$ cat config.mk
export PLATFORM = sky130hd
export DESIGN_NAME = bb_capture_bank
export DESIGN_NICKNAME = d
export VERILOG_FILES = /design/src/rtl/bb_capture_pkg.sv /design/src/rtl/bb_capture_chan.sv /design/src/rtl/bb_capture_bank.sv
export SDC_FILE = /design/constraint.sdc
export NUM_CORES = 1
export LEC_CHECK = 0
export CAP_MARGIN = 20
export CORE_ASPECT_RATIO = 1.4
export CORE_MARGIN = 1.5
export CORE_UTILIZATION = 51
export CTS_BUF_LIST = sky130_fd_sc_hd__clkbuf_4
export DETAILED_ROUTE_END_ITERATION = 16
export GPL_ROUTABILITY_DRIVEN = 0
export PLACE_DENSITY = 0.92
export SLEW_MARGIN = 20
export SYNTH_ARGS = -nofsm -noshare
export SYNTH_HDL_FRONTEND = slang
export SYNTH_SLANG_ARGS = --single-unit
$ cat constraint.sdc
create_clock -name clk -period 1.71 [get_ports clk]
set_input_delay 0.342 -clock clk [delete_from_list [all_inputs] [get_ports clk]]
set_output_delay 0.342 -clock clk [all_outputs]
set_load 0.02 [all_outputs]
$ cat src/rtl/bb_capture_pkg.sv
// Shared types and helpers for the black-box capture bank.
package bb_capture_pkg;

    typedef enum logic [1:0] {
        IDLE    = 2'd0,
        PRESENT = 2'd1,
        DONE    = 2'd2
    } state_t;

    localparam int CNT_W_DEF = 4;

    // Saturating counter maximum for the default counter width.
    localparam logic [CNT_W_DEF-1:0] CNT_MAX_DEF = '1;

    function automatic int clog2_min1(input int n);
        return (n <= 1) ? 1 : $clog2(n);
    endfunction

endpackage

$ cat src/rtl/bb_capture_chan.sv
// One black-box channel: last-sample register, first-sample guard and
// saturating change counter with a clear that still honours a same-cycle change.
module bb_capture_chan
    import bb_capture_pkg::*;
#(
    parameter int OUT_W = 2,
    parameter int CNT_W = CNT_W_DEF
) (
    input  logic             clk,
    input  logic             rst_n,
    input  logic             en,
    input  logic [OUT_W:0]   din,
    input  logic             clr,
    output logic [OUT_W:0]   sample,
    output logic [CNT_W-1:0] count,
    output logic             mismatch
);

    localparam logic [CNT_W-1:0] CNT_MAX = '1;

    logic prev_valid;

    assign mismatch = en & prev_valid & (din != sample);

    always_ff @(posedge clk or negedge rst_n) begin
        if (!rst_n) begin
            sample     <= '0;
            prev_valid <= 1'b0;
            count      <= '0;
        end else begin
            if (en) begin
                sample     <= din;
                prev_valid <= 1'b1;
            end
            // A cleared channel that changes in the same cycle restarts at one.
            if (clr) begin
                count <= mismatch ? CNT_W'(1) : '0;
            end else if (mismatch && count != CNT_MAX) begin
                count <= count + CNT_W'(1);
            end
        end
    end

endmodule

$ cat src/rtl/bb_capture_bank.sv
// Multi-channel black-box harness: constant tie-offs, per-channel change
// counting and a valid/ready readout of {channel, last sample, count} records.
module bb_capture_bank
    import bb_capture_pkg::*;
#(
    parameter int             NUM_CH = 2,
    parameter int             OUT_W  = 2,
    parameter int             C_W    = 3,
    parameter logic           A_VAL  = 1'b0,
    parameter logic           B_VAL  = 1'b1,
    parameter logic [C_W-1:0] C_VAL  = 3'b010,
    parameter int             CNT_W  = CNT_W_DEF,
    parameter int             IDX_W  = clog2_min1(NUM_CH)
) (
    input  logic                    clk,
    input  logic                    rst_n,
    input  logic                    en,
    input  logic [NUM_CH*OUT_W-1:0] ch_out,
    input  logic [NUM_CH-1:0]       ch_cout,
    output logic [NUM_CH-1:0]       tie_a,
    output logic [NUM_CH-1:0]       tie_b,
    output logic [NUM_CH*C_W-1:0]   tie_c,
    input  logic                    rd_start,
    input  logic                    rd_ready,
    output logic                    rd_valid,
    output logic [IDX_W-1:0]        rd_ch,
    output logic [OUT_W:0]          rd_sample,
    output logic [CNT_W-1:0]        rd_count,
    output logic                    rd_done,
    output logic                    busy
);

    localparam logic [IDX_W-1:0] LAST_IDX = IDX_W'(NUM_CH - 1);

    assign tie_a = {NUM_CH{A_VAL}};
    assign tie_b = {NUM_CH{B_VAL}};
    assign tie_c = {NUM_CH{C_VAL}};

    logic [NUM_CH-1:0][OUT_W:0]   samples;
    logic [NUM_CH-1:0][CNT_W-1:0] counts;
    logic [NUM_CH-1:0]            clr;
    logic [NUM_CH-1:0]            mismatch;

    state_t           state_q, state_d;
    logic [IDX_W-1:0] idx_q, idx_d;
    logic [IDX_W-1:0] load_idx;
    logic             load;

    for (genvar k = 0; k < NUM_CH; k++) begin : g_chan
        assign clr[k] = (state_q == PRESENT) && rd_ready && (idx_q == IDX_W'(k));

        bb_capture_chan #(
            .OUT_W (OUT_W),
            .CNT_W (CNT_W)
        ) u_chan (
            .clk      (clk),
            .rst_n    (rst_n),
            .en       (en),
            .din      ({ch_cout[k], ch_out[k*OUT_W +: OUT_W]}),
            .clr      (clr[k]),
            .sample   (samples[k]),
            .count    (counts[k]),
            .mismatch (mismatch[k])
        );
    end

    always_ff @(posedge clk or negedge rst_n) begin
        if (!rst_n) begin
            state_q <= IDLE;
            idx_q   <= '0;
        end else begin
            state_q <= state_d;
            idx_q   <= idx_d;
        end
    end

    always_comb begin
        state_d  = state_q;
        idx_d    = idx_q;
        load     = 1'b0;
        load_idx = '0;
        case (state_q)
            IDLE: begin
                if (rd_start) begin
                    state_d = PRESENT;
                    idx_d   = '0;
                    load    = 1'b1;
                end
            end
            PRESENT: begin
                if (rd_ready) begin
                    if (idx_q == LAST_IDX) begin
                        state_d = DONE;
                    end else begin
                        idx_d    = idx_q + 1'b1;
                        load     = 1'b1;
                        load_idx = idx_q + 1'b1;
                    end
                end
            end
            DONE:    state_d = IDLE;
            default: state_d = IDLE;
        endcase
    end

    // Records are snapshots; later counter activity leaves them untouched.
    always_ff @(posedge clk or negedge rst_n) begin
        if (!rst_n) begin
            rd_ch     <= '0;
            rd_sample <= '0;
            rd_count  <= '0;
        end else if (load) begin
            rd_ch     <= load_idx;
            rd_sample <= samples[load_idx];
            rd_count  <= counts[load_idx];
        end
    end

    assign rd_valid = (state_q == PRESENT);
    assign rd_done  = (state_q == DONE);
    assign busy     = (state_q != IDLE);

endmodule
==> run_results.csv <==
group,metric,value,unit
logic_synthesis,yosys-top-cells-area,"dfrtp_1, buf_4, mux2_2, nand2_1, a21oi_1",
worst_setup_path,r2r_setup_slack,350,ps
placement,dp_slack,-40.85,ps
cts,cts_tree,"built",
cts,post_cts_buffers,0,
worst_setup_path,r2r_start,"g_chan[1].u_chan.sample[0]$_DFFE_PN0P_",
placement,port_buffers,21,
final_layout,nets,172,
sta,fin_crit_sh,95.92,%
sta,rsz0062_at_grt,"no",
placement,dp.cells,188,
worst_setup_path,crit_slowest_cell,"clkdlybuf4s50_1",
final_layout,stdcell_count,192,
cts,insertion_delay,320,ps
global_route,antenna_found_initial,0,
final_layout,final_core_util,66.06,%
final_layout,area_delta_synth_final,20.18,%
sta,finalMaxSlewViolations,0,
worst_setup_path,critical_path_peak_fanout,2,
hold_path,min-delay-path-class,"in2async",
power,leakagePower,0.7983,nW
logic_synthesis,ys_ff_latch,26,
route,ant_nets,0,
worst_setup_path,max_stage_delay,600,ps
logic_synthesis,synthFlopType,"dfrtp_1",
worst_setup_path,critPathRequiredTime,1370,ps
cts,cts_hold_buffers,0,
route,drt-initial-drc-count,20,
worst_setup_path,crit_chain,"clkdlybuf4s50_1",
placement,dp_hpwl,1897,um
global_route,grt_pass1_wl,4091,um
final_layout,multi_input_area,616.8,sq um
floorplanning,placementRows,21,
route,dr.pass1.iters,4,
logic_synthesis,synth_edf_count,0,
sta,finalSetupViolations,0,
sta,fin_crit,1640,ps
logic_synthesis,yosysTopAreaCell,"dfrtp_1",
logic_synthesis,ys_warn_count,0,
sta,max_freq,0.6097,GHz
job,max_cap_violations,0,
floorplanning,fp.dieW,46.61,um
worst_setup_path,worst-path-buf-inv,1,
logic_synthesis,synthArstFlopShare,100.0,%
logic_synthesis,synth-seq-area-share,47.93,%
cts,clockBufferDepth,2,
final_layout,seqCellArea,650.6,sq um
route,vias,1036,
worst_setup_path,end_kind,"primary output",
power,ir_worst_vdd,742.2,uV
route,wl,2439,um
cts,clkSlewWorstSetupHoldPaths,140,ps
worst_setup_path,cp_data_arrival_time,1300,ps
status,status,"finished, final reports clean",
cts,root_buffer,"clkbuf_4",
logic_synthesis,ys_types,38,
logic_synthesis,synthCells,132,
worst_setup_path,cp-endpoint,"rd_count[2]",
worst_setup_path,critical_path_depth,1,
final_layout,drive_gt1_share,14.56,%
sta,fin_ws,69.76,ps
logic_synthesis,synthTopCellsByCount,"dfrtp_1, nand2_1, buf_4, inv_1, a21oi_1",
global_route,track_usage,19.04,%
logic_synthesis,netlist_area,1358,sq um
global_route,first_global_vias,960,
floorplanning,dieArea,2985,sq um
floorplanning,die_h,64.05,um
logic_synthesis,synth.avg_cell_area,10.28,sq um
cts,cts_sinks,26,
worst_setup_path,critical-path-top-delay-family,"buffers and inverters",
worst_setup_path,r2r_cells,4,
worst_setup_path,crit_start,"rd_count[2]$_DFFE_PN0P_",
floorplanning,core_area,2470,sq um
route,viasPerCell,5.396,
final_layout,fillers,212,
route,wire_per_inst,12.70,um
floorplanning,pin_count,32,
global_route,grt_overflow,0,
final_layout,antenna-diode-count,0,
cts,cts_htree_levels,1,
worst_setup_path,cp-start-kind,"flop",
worst_setup_path,r2r_end,"g_chan[1].u_chan.count[3]$_DFFE_PN0P_",
worst_setup_path,worstSetupPathType,"reg2out",
power,power_density,1493,nW/um^2
sta,hold_viol_final,0,
floorplanning,start_util,54.96,%
logic_synthesis,synthMostInstantiatedCell,"dfrtp_1",
global_route,grt_max_degree,27,
logic_synthesis,synth_top_area_share,47.93,%
cts,numCtsBuffers,3,
power,finalPower,2.436,mW
route,drc_errors,0,
sta,skew,9.741,ps
[layout by cell type (no fill, tap or decap), types with 2 or more instances in the layout]
cell type / synthesis / routed
nor2_1: 3 / 2
ha_1: 2 / 2
clkbuf_4: 0 / 3
o21ai_0: 3 / 3
inv_1: 10 / 10
xor2_1: 3 / 3
dlymetal6s2s_1: 0 / 5
nand2_1: 16 / 16
dfrtp_1: 26 / 26
nor2b_1: 2 / 2
conb_1: 2 / 10
xnor2_1: 3 / 3
buf_4: 10 / 5
o22ai_1: 5 / 5
dlygate4sd2_1: 0 / 2
a21oi_1: 8 / 8
nand3_1: 4 / 4
o211ai_1: 2 / 2
nor2_2: 1 / 2
clkdlybuf4s50_1: 0 / 13
and3_1: 2 / 2
or2_2: 2 / 2
mux2_2: 6 / 6
mux2i_1: 3 / 3
[where the power goes]
group          switching (mW)  internal, mW  total, mW
registers               0.206         0.839       1.05
clock network           0.175        0.0855      0.260
logic                   0.606         0.524       1.13
total                   0.987          1.45       2.44
[sequential cells by signal, summed over array words and instances, names as in the netlist]
signal / flops
g_chan.u_chan.prev_valid: 1
rd_count: 4
rd_ch: 1
rd_sample: 3
g_chan.u_chan.sample: 6
state_q: 2
idx_q: 1
g_chan.u_chan.count: 8
[per-stage QoR]
| stage | instance area (sq um) | TNS, ps | hold slack [ps] |
|---|---|---|---|
| floorplan | 1388 | 0 | 46.41 |
| global placement | 1593 | 0 | 469.7 |
| detailed placement | 1593 | -77.15 | 480.1 |
| CTS | 1615 | 0 | 369.1 |
| global route | 1632 | 0 | 381.2 |
| finish | 1632 | 0 | 360.9 |
[layer usage]
layer | track usage, % | vias to the layer above | routed length (um)
met1 | 21.81 | 498 | 952
met3 | 1.977 | 4 | 139
li1 | - | 487 | -
met5 | 0 | - | 0
met2 | 33.51 | 47 | 1321
met4 | 8.571 | 0 | 26
[kinds of logic (layout without fill, tap and decap cells)]
group                    count (synthesis)  after routing  synth area share [%]
buffers and inverters                   22             40                 9.032
other                                    2             10                0.5532
AND/OR/NAND/NOR                         34             34                 11.98
flip-flops                              26             26                 47.93
adder cells (fa/ha/maj)                  2              2                 1.843
XOR/XNOR                                 6              6                 3.872
AO/OA/AOI/OAI                           31             31                 17.60
multiplexers                             9              9                 7.189
[layout make-up]
cell class                      instances  area share, %
Clock inverter                          1         0.2301
Sequential cell                        26          39.88
Timing Repair Buffer                   26          15.80
Inverter                               10          2.301
Multi-Input combinational cell         92          37.81
Clock buffer                            3          1.380
Tap cell                               34          2.607
[how the worst min path moves through the flow]
stage | from | to | slack (ps)
after global routing | rst_n | g_chan[0].u_chan.count[1]$_DFFE_PN0P_ | 380
after global placement | g_chan[0].u_chan.prev_valid$_DFFE_PN0P_ | g_chan[0].u_chan.prev_valid$_DFFE_PN0P_ | 470
after floorplan | rst_n | g_chan[0].u_chan.count[0]$_DFFE_PN0P_ | 50
after detailed placement | g_chan[0].u_chan.prev_valid$_DFFE_PN0P_ | g_chan[0].u_chan.prev_valid$_DFFE_PN0P_ | 480
after CTS | rst_n | rd_sample[2]$_DFFE_PN0P_ | 370
final | rst_n | rd_sample[1]$_DFFE_PN0P_ | 360
[timing repair]
action,in CTS,in global routing
setup endpoints to repair,3,7
endpoints found under the hold margin,0,0
gates resized for setup,3,7
(Power assumes the default switching activity.)
